### config.mk
export PLATFORM = sky130hd
export DESIGN_NAME = program_counter_stack
export DESIGN_NICKNAME = d
export VERILOG_FILES = /design/src/rtl/sap1_pc_pkg.sv /design/src/rtl/pc_return_stack.sv /design/src/rtl/program_counter_stack.sv
export SDC_FILE = /design/constraint.sdc
export NUM_CORES = 1
export LEC_CHECK = 0
export CORE_ASPECT_RATIO = 0.5
export CORE_MARGIN = 5
export CORE_UTILIZATION = 45
export CTS_CLUSTER_SIZE = 16
export DETAILED_ROUTE_END_ITERATION = 6
export GPL_TIMING_DRIVEN = 0
export HOLD_SLACK_MARGIN = 0.08
export PLACE_DENSITY = 0.76
export SLEW_MARGIN = 40
export SYNTH_ARGS = -nofsm -noshare
export SYNTH_HDL_FRONTEND = slang
export SYNTH_SLANG_ARGS = --single-unit
### constraint.sdc
create_clock -name mclk -period 2 [get_ports mclk]
set_clock_uncertainty 0.05 [all_clocks]
set_input_delay 0.5 -clock mclk [delete_from_list [all_inputs] [get_ports mclk]]
set_output_delay 0.5 -clock mclk [all_outputs]
set_load 0.1 [all_outputs]
### src/rtl/sap1_pc_pkg.sv
// Shared types for the SAP-1 program counter: micro-op encoding and command priority decode.
// Pure combinational helpers; no state, no flow control.
package sap1_pc_pkg;

  typedef enum logic [2:0] {
    PC_HOLD = 3'd0,
    PC_INC  = 3'd1,
    PC_LOAD = 3'd2,
    PC_CALL = 3'd3,
    PC_RET  = 3'd4
  } pc_op_t;

  // Return beats call beats load beats increment; halt masks everything.
  function automatic pc_op_t pc_decode(
    input logic halt,
    input logic ret,
    input logic call,
    input logic load,
    input logic inc
  );
    pc_op_t op;
    op = PC_HOLD;
    if (!halt) begin
      if (ret)       op = PC_RET;
      else if (call) op = PC_CALL;
      else if (load) op = PC_LOAD;
      else if (inc)  op = PC_INC;
    end
    return op;
  endfunction

endpackage

### src/rtl/pc_return_stack.sv
// LIFO of return addresses: register array plus depth count, 1-cycle update, combinational top read.
// No overflow/underflow guarding; the caller must only push when not full and pop when not empty.
module pc_return_stack #(
  parameter int WIDTH = 4,
  parameter int DEPTH = 4,
  localparam int DW = $clog2(DEPTH + 1)
) (
  input  logic             mclk,
  input  logic             i_reset,
  input  logic             i_push,
  input  logic             i_pop,
  input  logic [WIDTH-1:0] i_push_data,
  output logic [WIDTH-1:0] o_top,
  output logic [DW-1:0]    o_depth,
  output logic             o_full,
  output logic             o_empty
);

  // Storage is rounded up to a power of two so every index value is in range.
  localparam int AW    = (DEPTH > 1) ? $clog2(DEPTH) : 1;
  localparam int SLOTS = 1 << AW;

  logic [WIDTH-1:0] r_mem [SLOTS];
  logic [DW-1:0]    r_depth;
  logic [AW-1:0]    w_wr_idx;
  logic [AW-1:0]    w_rd_idx;

  assign w_wr_idx = AW'(r_depth);
  assign w_rd_idx = AW'(r_depth - DW'(1));

  always_ff @(posedge mclk) begin
    if (i_push) begin
      r_mem[w_wr_idx] <= i_push_data;
    end
  end

  always_ff @(posedge mclk) begin
    if (i_reset) begin
      r_depth <= '0;
    end else if (i_push && !i_pop) begin
      r_depth <= r_depth + DW'(1);
    end else if (i_pop && !i_push) begin
      r_depth <= r_depth - DW'(1);
    end
  end

  assign o_top   = r_mem[w_rd_idx];
  assign o_depth = r_depth;
  assign o_full  = (r_depth == DW'(DEPTH));
  assign o_empty = (r_depth == '0);

endmodule

### src/rtl/program_counter_stack.sv
// SAP-1 program counter with INC/LOAD/CALL/RETURN, 1-cycle registered outputs, sticky stack-error flags.
// Halt or mclk_en low freezes all state; CALL on full / RETURN on empty is dropped and flagged.
module program_counter_stack
  import sap1_pc_pkg::*;
#(
  parameter int WIDTH = 4,
  parameter int DEPTH = 4,
  localparam int DW = $clog2(DEPTH + 1)
) (
  input  logic             mclk,
  input  logic             i_reset,
  input  logic             mclk_en,
  input  logic             i_counter_enable,
  input  logic             i_halt,
  input  logic             i_load_enable,
  input  logic             i_call,
  input  logic             i_return,
  input  logic [WIDTH-1:0] i_load_data,
  output logic [WIDTH-1:0] o_data,
  output logic [DW-1:0]    o_depth,
  output logic             o_stack_empty,
  output logic             o_stack_full,
  output logic             o_overflow,
  output logic             o_underflow
);

  logic [WIDTH-1:0] r_pc;
  logic             r_overflow;
  logic             r_underflow;

  pc_op_t           w_op;
  logic [WIDTH-1:0] w_pc_inc;
  logic [WIDTH-1:0] w_pc_next;
  logic [WIDTH-1:0] w_top;
  logic             w_full;
  logic             w_empty;
  logic             w_push;
  logic             w_pop;
  logic             w_set_ovf;
  logic             w_set_udf;

  assign w_op     = mclk_en ? pc_decode(i_halt, i_return, i_call, i_load_enable, i_counter_enable)
                            : PC_HOLD;
  assign w_pc_inc = r_pc + WIDTH'(1);

  always_comb begin
    w_pc_next = r_pc;
    w_push    = 1'b0;
    w_pop     = 1'b0;
    w_set_ovf = 1'b0;
    w_set_udf = 1'b0;
    case (w_op)
      PC_INC:  w_pc_next = w_pc_inc;
      PC_LOAD: w_pc_next = i_load_data;
      PC_CALL: begin
        if (w_full) begin
          w_set_ovf = 1'b1;
        end else begin
          w_push    = 1'b1;
          w_pc_next = i_load_data;
        end
      end
      PC_RET: begin
        if (w_empty) begin
          w_set_udf = 1'b1;
        end else begin
          w_pop     = 1'b1;
          w_pc_next = w_top;
        end
      end
      default: w_pc_next = r_pc;
    endcase
  end

  // The pushed return address is PC+1 so RETURN resumes after the CALL.
  pc_return_stack #(
    .WIDTH (WIDTH),
    .DEPTH (DEPTH)
  ) u_stack (
    .mclk        (mclk),
    .i_reset     (i_reset),
    .i_push      (w_push),
    .i_pop       (w_pop),
    .i_push_data (w_pc_inc),
    .o_top       (w_top),
    .o_depth     (o_depth),
    .o_full      (w_full),
    .o_empty     (w_empty)
  );

  always_ff @(posedge mclk) begin
    if (i_reset) begin
      r_pc        <= '0;
      r_overflow  <= 1'b0;
      r_underflow <= 1'b0;
    end else begin
      r_pc <= w_pc_next;
      if (w_set_ovf) r_overflow  <= 1'b1;
      if (w_set_udf) r_underflow <= 1'b1;
    end
  end

  assign o_data        = r_pc;
  assign o_stack_empty = w_empty;
  assign o_stack_full  = w_full;
  assign o_overflow    = r_overflow;
  assign o_underflow   = r_underflow;

endmodule
==> metrics.yaml <==
cp_cell_sequence: "buf_6, inv_4, ha_4, and2_4, buf_6"
setup_violations: 0
worst-r2r-cell-count: 9
number_of_vias_in_the_routed_layout: 868
grt_max_degree: 17
die_w_um: 83.6
ctsRootBufferMaster: "sky130_fd_sc_hd__clkbuf_8"
relSlewSlack_pct: 67.8
cts_num_sinks: 25
cap_viol_max_count: 0
power_frac_comb_pct: 25.3
ctsHtreeMaxLevel: 1
crit_path_buffers_inverters: 3
regToRegEndpoint: "u_stack.o_depth[2]$_SDFFE_PP0P_"
power.clock.fraction_pct: 26.8
critical_path.startpoint_type: "flop"
sw_frac_of_total_pct: 32.6
placementRows: 13
antenna_cells: 0
globalRouteMet1Util_pct: 19.8
detailedRoute.firstPassIterationCount: 4
fin_total_pwr_mw: 1.20
timing.hold.worst.class: "flop to flop"
grtUsageMet2_pct: 21.6
wl_per_cell_um: 16.1
setup.worst_path.end: "o_stack_full"
yosys_most_used_dff: "sky130_fd_sc_hd__edfxtp_1"
commonest_cells_in_the_synthesized_netlist: "sky130_fd_sc_hd__edfxtp_1 (16), sky130_fd_sc_hd__nor2_1 (10), sky130_fd_sc_hd__dfxtp_1 (9), sky130_fd_sc_hd__a21oi_1 (8), sky130_fd_sc_hd__ha_1 (7)"
synthDistinctLibCells: 28
critical_path.startpoint: "u_stack.o_depth[0]$_SDFFE_PP0P_"
gr-usage-all-layers_pct: 14.5
xor_xnor_share_of_the_synthesized_area_pct: 2.87
post-synth-top-area-fraction_pct: 39.4
yosysWarnings: 0
tritoncts_clock_tree: "done"
cellPowerDensity_nw_per_um2: 762
fp.coreArea_sq_um: 2590
most_used_routing_layer_in_global_routing: "met2"
synth_compound_gate_area_share_pct: 11.1
synth_async_sr_flop_share_pct: 0
p_switching_mw: 0.393
hpwl_um: 1880
antenna_left: 0
final-max-slew-violation-count: 0
io_buffer_count: 21
post_synthesis_cell_count: 97
final_period_minus_worst_setup_slack_ps: 1940
post_synth_fa_ha_maj_area_fraction_pct: 7.19
setup.worst_path.class: "flop to primary output"
critical-path-max-stage-delay_ps: 370
ctsLongestPathBuffers: 2
synth_top_family_by_area: "simple AND/OR/NAND/NOR gates"
worst-path-stages: 5
start_util_pct: 47.1
critical_path_peak_fanout: 6
period_utilization_pct: 97.0
post-synth-top-area-cell: "sky130_fd_sc_hd__edfxtp_1"
worst_ep_arrival_ps: 1390
synth_simple_gate_area_share_pct: 12.7
floorplan.die_area_sq_um: 3910
worst_skew_pair.late_latency_ps: 280
number_of_antenna_violations_at_the_first_check_in_global_routing: 0
finalHoldViolCount: 0
slowest_stage: "sky130_fd_sc_hd__dfxtp_4"
ys_seq_elements: 25
summed_instance_area_of_the_synthesized_netlist_sq_um: 1220
crit_top_cell: "sky130_fd_sc_hd__buf_6"
fmax_achieved_mhz: 515
p_seq_share_pct: 48.0
via_per_inst: 5.39
fillCellCount: 192
place.gp.congestion: 0.759
critPathTopFamily: "buffers and inverters"
grt-ovfl-total: 0
grt_pass1_vias: 841
final_cells: 161
synthMostInstantiatedCell: "sky130_fd_sc_hd__edfxtp_1"
critPathRequiredTime_ps: 1450
netlist_top_cells_area: "sky130_fd_sc_hd__edfxtp_1 (39%), sky130_fd_sc_hd__dfxtp_1 (15%), sky130_fd_sc_hd__ha_1 (7.2%)"
cts_buffers: 3
tightest_slew_ps: 487
areaGrowthSynthToFinish_pct: 29.7
p_leak_nw: 0.626
drive_above_1_share_pct: 28.2
grtUsageMet3_pct: 5.25
outcome: "completed"
grt_pass1_wl_um: 4260
peakVddDrop_mv: 0.311
r2r_setup_slack_ps: 160
worstReg2RegStart: "u_stack.o_depth[0]$_SDFFE_PP0P_"
number_of_hold_buffers_added_after_cts: 0
drt-total-wl_um: 2590
syn_avg_cell_area_sq_um: 12.6
drc_markers: 0
synth.net_count: 116
dpl.cell_count: 155
internal_power_mw: 0.812
critPathCaptureType: "primary output"
ys_seq_area_share_pct: 54.2
number_of_enable_flip_flop_cells_after_synthesis: 16
drt_iter0_markers: 35
final_nets: 144
io_pins: 23
die_y_um: 46.8
cts.reportedPaths.clkPinSlew_ps: 100
yosys-mux-area-fraction_pct: 9.14
[state kept, by name, indices dropped and copies added (netlist names)]
signal and cells:
u_stack.o_depth 3, o_data 4, o_underflow 1, u_stack.r_mem 16, o_overflow 1
[metal layers]
layer | vias to the layer above | wire length [um]
li1 | 419 | -
met1 | 408 | 1210
met2 | 41 | 1140
met3 | 0 | 240
met4 | 0 | 0
met5 | - | 0
[worst min path at each step]
stage                     slack, ps                       end  cells after the start                startpoint
after floorplan                 610    o_data[3]$_SDFFE_PP0P_                      2            i_load_data[3]
after global placement          400  o_underflow$_SDFFE_PP0P_                      2  o_underflow$_SDFFE_PP0P_
after detailed placement        410   o_overflow$_SDFFE_PP0P_                      2   o_overflow$_SDFFE_PP0P_
after CTS                       440   o_overflow$_SDFFE_PP0P_                      2   o_overflow$_SDFFE_PP0P_
after global routing            490   o_overflow$_SDFFE_PP0P_                      2   o_overflow$_SDFFE_PP0P_
final                           430  o_underflow$_SDFFE_PP0P_                      2  o_underflow$_SDFFE_PP0P_
[kinds of logic (layout without fill, tap and decap cells)]
family / after synthesis / after routing
and+or+nand+nor: 29 / 29
DFF: 25 / 25
AOI/OAI and AO/OA: 20 / 20
adders and majority gates: 7 / 7
buffers and inverters: 7 / 34
muxes: 5 / 5
xor gates and xnor gates: 4 / 4
[per-stage QoR]
step                      utilization, %  hold WS, ps  setup WS (ps)  area, sq um  setup TNS (ps)
after floorplan                        -          613          -96.0         1260            -137
after global placement              58.8          402           -591         1520           -6310
after detailed placement            56.7          411           -625         1470           -5160
after CTS                           60.5          435           12.3         1560               0
after global routing                61.1          486          -2.11         1580           -2.11
final                               61.1          428           59.3         1580               0
[timing repair]
item / in CTS / in global routing
resized for setup: 10 / 6
buffers inserted: 2 / 0
endpoints found under the hold margin: 0 / 0
pin swaps: 2 / 0
setup endpoints to repair: 5 / 2
[cells in the final DEF (no fill, tap or decap), drive strengths merged, types with 5 or more instances in the layout]
| master | count |
|---|---|
| buf | 15 |
| edfxtp | 16 |
| a21oi | 8 |
| inv | 6 |
| dfxtp | 9 |
| ha | 7 |
| nor2 | 10 |
| and2 | 5 |
| nand2 | 5 |
| clkdlybuf4s50 | 7 |
[power groups by stage]
| stage | logic (mW) | registers, mW | clock network (mW) |
|---|---|---|---|
| 2_1_floorplan | 0.138 | 0.667 | 0 |
| 6_report | 0.304 | 0.578 | 0.323 |
| 4_1_cts | 0.297 | 0.578 | 0.334 |
| 5_1_grt | 0.323 | 0.580 | 0.358 |
| 3_3_place_gp | 0.294 | 0.589 | 0 |
| 3_5_place_dp | 0.283 | 0.589 | 0 |
[tightest hold or removal path, stage by stage, from the launching register on]
cell and delay, ps:
sky130_fd_sc_hd__dfxtp_1 330, sky130_fd_sc_hd__a21oi_1 40, sky130_fd_sc_hd__nor2_1 70
[final cells by class]
type	instances	area, sq um	share of cell area [%]
flip-flops and latches	25	669	42.4
multi-input cells	65	579	36.7
repair buffers	23	199	12.6
well taps	37	46.3	2.93
clock buffers	3	41.3	2.61
inverters	5	21.3	1.35
plain buffers	2	15.0	0.950
clock inverters	1	8.76	0.554
Note: power is estimated with default switching activity, not from simulation.
